--- config.mk ---
export PLATFORM = sky130hd
export DESIGN_NAME = pool2_stream
export DESIGN_NICKNAME = d
export VERILOG_FILES = /design/src/rtl/pool2_stream.sv
export SDC_FILE = /design/constraint.sdc
export NUM_CORES = 1
export LEC_CHECK = 0
export BUFFER_PORTS_ARGS = -buffer_cell sky130_fd_sc_hd__buf_4
export CAP_MARGIN = 10
export CORE_MARGIN = 2
export CORE_UTILIZATION = 65
export DETAILED_ROUTE_END_ITERATION = 8
export GPL_ROUTABILITY_DRIVEN = 0
export PLACE_DENSITY = 0.83
export SETUP_SLACK_MARGIN = 0.15
export SLEW_MARGIN = 10
export SYNTH_ARGS = -nofsm -noshare
export SYNTH_HDL_FRONTEND = slang
export SYNTH_SLANG_ARGS = --single-unit
--- constraint.sdc ---
create_clock -name clk -period 16.7 [get_ports clk]
set_input_delay 2.505 -clock clk [delete_from_list [all_inputs] [get_ports clk]]
set_output_delay 2.505 -clock clk [all_outputs]
set_load 0.005 [all_outputs]
--- src/rtl/pool2_stream.sv ---
// Streaming 3x3 / stride-2 max-pool over a raster-ordered IN_DIM x IN_DIM plane.
// The datapath folds each window in two steps: a horizontal running max along the row, then a vertical partial max per output column.
module pool2_stream #(
    parameter int DATA_W = 16,
    parameter int IN_DIM = 27,
    parameter int WIN    = 3,
    parameter int STRIDE = 2
) (
    input  logic              clk,
    input  logic              rst_n,
    input  logic              in_valid,
    input  logic [DATA_W-1:0] in_data,
    output logic              in_ready,
    output logic              out_valid,
    output logic [DATA_W-1:0] out_data,
    output logic              out_last,
    input  logic              out_ready
);
    localparam int OUT_DIM = (IN_DIM - WIN) / STRIDE + 1;
    localparam int CW      = $clog2(IN_DIM);
    localparam int OW      = $clog2(OUT_DIM);

    function automatic logic [DATA_W-1:0] umax(input logic [DATA_W-1:0] a, input logic [DATA_W-1:0] b);
        return (a > b) ? a : b;
    endfunction

    logic [CW-1:0]                    row_q, row_d, col_q, col_d;
    logic [DATA_W-1:0]                hmax_q, hmax_d;
    logic [OUT_DIM-1:0][DATA_W-1:0]   acc_q, acc_d;
    logic [DATA_W-1:0]                out_q, out_d;
    logic                             vld_q, vld_d, last_q, last_d;
    logic                             accept;
    logic [DATA_W-1:0]                hv;
    logic [OW-1:0]                    widx;

    assign in_ready  = !vld_q || out_ready;
    assign accept    = in_valid && in_ready;
    assign out_valid = vld_q;
    assign out_data  = out_q;
    assign out_last  = last_q;

    // hv: full 3-wide horizontal max, meaningful when the current pixel closes a window (even col >= 2)
    assign hv   = umax(hmax_q, in_data);
    assign widx = OW'(col_q >> 1) - OW'(1);

    always_comb begin
        row_d  = row_q;
        col_d  = col_q;
        hmax_d = hmax_q;
        acc_d  = acc_q;
        out_d  = out_q;
        vld_d  = vld_q;
        last_d = last_q;
        if (vld_q && out_ready) begin
            vld_d  = 1'b0;
            last_d = 1'b0;
        end
        if (accept) begin
            if (col_q == CW'(IN_DIM - 1)) begin
                col_d = '0;
                row_d = (row_q == CW'(IN_DIM - 1)) ? '0 : row_q + CW'(1);
            end else begin
                col_d = col_q + CW'(1);
            end

            if (col_q == '0) begin
                hmax_d = in_data;
            end else if (col_q[0]) begin
                hmax_d = hv;
            end else begin
                // Shared even column: closes window widx and opens the next one
                hmax_d = in_data;
                if (row_q == '0) begin
                    acc_d[widx] = hv;
                end else if (row_q[0]) begin
                    acc_d[widx] = umax(acc_q[widx], hv);
                end else begin
                    // Shared even row: emit the finished window, seed the next window row
                    acc_d[widx] = hv;
                    out_d       = umax(acc_q[widx], hv);
                    vld_d       = 1'b1;
                    last_d      = (row_q == CW'(IN_DIM - 1)) && (col_q == CW'(IN_DIM - 1));
                end
            end
        end
    end

    always_ff @(posedge clk or negedge rst_n) begin
        if (!rst_n) begin
            row_q  <= '0;
            col_q  <= '0;
            hmax_q <= '0;
            acc_q  <= '0;
            out_q  <= '0;
            vld_q  <= 1'b0;
            last_q <= 1'b0;
        end else begin
            row_q  <= row_d;
            col_q  <= col_d;
            hmax_q <= hmax_d;
            acc_q  <= acc_d;
            out_q  <= out_d;
            vld_q  <= vld_d;
            last_q <= last_d;
        end
    end
endmodule

==> results.py <==
metrics = {
    "global_route": {
        "grt_pass1_vias": 10090,
        "grt_max_degree": 103,
        "grt-ovfl-total": 0,
        "grt_pass1_wl_um": 53880,
        "antenna_found_initial": 0,
        "grt_util_all_layers_pct": 31.46,
    },
    "die": {
        "start_util_pct": 65.83,
        "rows": 52,
        "die_h_um": 146.7,
        "die_area_sq_um": 21520,
        "io-pin-count": 39,
        "core_sq_um": 20100,
        "dieWidth_um": 146.7,
    },
    "clock_tree": {
        "cts_buffers": 27,
        "cts_resized": 0,
        "cts.sinks": 252,
        "cts_tree": "done",
        "postCtsSetupBuffers": 0,
        "cts_max_path_buffers": 3,
        "holdBufCountCts": 0,
        "h-tree-depth": 1,
        "insertion_delay_ps": 550,
        "clk_root_buffer_cell": "clkbuf_16",
        "clkSlewWorstSetupHoldPaths_ps": 60,
    },
    "status": {
        "run_status": "finished, final reports clean",
    },
    "drt": {
        "drc": 0,
        "vias": 9943,
        "first_iter_violations": 865,
        "routed_via_density": 6.687,
        "firstDrtPassIters": 5,
        "drt-wirelength-per-cell_um": 22.12,
        "drtAntennaViolNets": 0,
        "routed_wirelength_um": 32890,
    },
    "yosys": {
        "synth_cell_type_count": 56,
        "synth_edf_count": 0,
        "syn-instance-count": 1211,
        "ys_ff_latch": 252,
        "synth_top_area_share_pct": 47.65,
        "yosysSeqAreaShare_pct": 47.65,
        "synth_nets": 1274,
        "synthArstFlopShare_pct": 100.0,
        "yosys_most_used_dff": "dfrtp_1",
        "syn-mean-instance-area_sq_um": 10.93,
        "yosysTopAreaCell": "dfrtp_1",
        "syn_area_sq_um": 13230,
        "synth_common_cells": "252 x dfrtp_1, 252 x nand2_1, 154 x o31ai_1",
        "synthTopCellsByArea": "dfrtp_1 48%, o31ai_1 8.7%, mux4_2 8.2%, nand2_1 7.1%, ha_1 4.1%",
        "yosys_warnings": 0,
    },
    "finish": {
        "postLayoutCellArea_sq_um": 14510,
        "diodes": 0,
        "utilization_pct": 72.18,
        "nets": 1263,
        "final_cell_count_no_fill": 1487,
        "syn_to_final_growth_pct": 9.653,
        "drive_gt1_share_pct": 22.27,
    },
    "worst_setup_path": {
        "cp-end-kind": "register",
        "crit_arrival_ps": 8120,
        "worstPathMaxFanout": 22,
        "reg2regPathDepth": 15,
        "path_class": "input pin to register",
        "crit_path_start_kind": "input pin",
        "required_ps": 17080,
    },
    "worst_hold_path": {
        "holdPathStages": 2,
        "hp-class": "register to register",
    },
    "timing": {
        "finalSetupViolations": 0,
        "rsz0062_at_grt": "no",
        "worst_pin_slew_ps": 1179,
        "relSlewSlack_pct": 20.94,
        "slew_viol_final": 0,
        "fin_crit_sh_pct": 46.33,
        "skew_ps": 21.35,
        "fmax_mhz": 129.2,
        "hold_slack_ps": 470.7,
        "fin_ws_ps": 8963,
        "fin_crit_ps": 7737,
        "finalHoldViolations": 0,
        "tns_ps": 0,
    },
    "power_and_ir_drop": {
        "ir_worst_vdd_mv": 0.09316,
        "power_mw": 3.007,
        "p_leak_nw": 6.603,
        "power.density_nw_per_um2": 207.2,
    },
    "placement": {
        "dp_hpwl_um": 19850,
        "port_buffers": 38,
        "dp_slack_ps": 8556,
        "dpl_cell_area_sq_um": 13610,
        "place_inst": 1441,
    },
    "flow_run": {
        "maxCapViolCount": 0,
    },
}
==> logic make-up after synthesis <==
logic type,Yosys count,synth area share [%]
XOR/XNOR,4,0.2648
buffers and inverters,150,4.982
AO/OA/AOI/OAI,319,19.06
flip-flops,252,47.65
AND/OR/NAND/NOR,340,11.27
multiplexers,103,12.71
adder cells (fa/ha/maj),43,4.065
==> worst paths after layout <==
path / start / to / slack, ps
min in group asynchronous: rst_n / col_q[0] / 1990
hold reg to reg: acc_q[141] / acc_q[141] / 470
hold / removal: acc_q[141] / acc_q[141] / 470
setup / recovery: in_data[15] / acc_q[8] / 8960
max in group asynchronous: rst_n / acc_q[101] / 13200
setup reg to reg: col_q[1] / acc_q[8] / 10420
==> cell type report <==
class                           count  area, sq um
Timing Repair Buffer               68        518.0
Multi-Input combinational cell    809         6286
Tap cell                          270        337.8
Fill cell                        1314         5593
Sequential cell                   252         6310
Clock inverter                      5        103.9
Clock buffer                       41        798.3
Inverter                           42        157.7
==> registers in the layout (all words and copies together), names as in the netlist <==
signal and count:
out_last 1, row_q 5, hmax_q 16, col_q 5
out_data 16, out_valid 1, acc_q 208
==> placed cells by master, fill, tap and decap left out, drive strengths merged, types with 35 or more instances in the layout <==
| cell | count |
|---|---|
| nand2 | 252 |
| dfrtp | 252 |
| o31ai | 196 |
| buf | 68 |
| mux4 | 48 |
| inv | 43 |
| ha | 43 |
| clkbuf | 41 |
| mux2 | 40 |
| o21ai | 35 |
==> worst max-delay path: stages <==
cell,delay [ps]
buf_4,90
inv_1,40
ha_1,310
nand4_1,180
nor4_1,380
and4_1,280
nand2b_1,650
mux2_2,470
inv_1,80
ha_1,250
a211oi_1,260
o211ai_1,140
a21boi_0,410
nand2_1,160
o31a_1,350
o211a_2,400
a21oi_1,930
o31ai_1,210
==> metal layers <==
layer	vias to the layer above	share of wire, %	GRT usage [%]
li1	4420	-	-
met1	4957	40	42.56
met2	456	47	50.00
met3	110	8.1	6.677
met4	0	4.1	13.59
met5	-	0	0
==> power by group <==
| group | internal [mW] | switching (mW) |
|---|---|---|
| Clock | 0.372 | 0.240 |
| Sequential | 0.855 | 0.162 |
| Combinational | 0.545 | 0.833 |
| Total | 1.77 | 1.23 |
(Power assumes the default switching activity.)
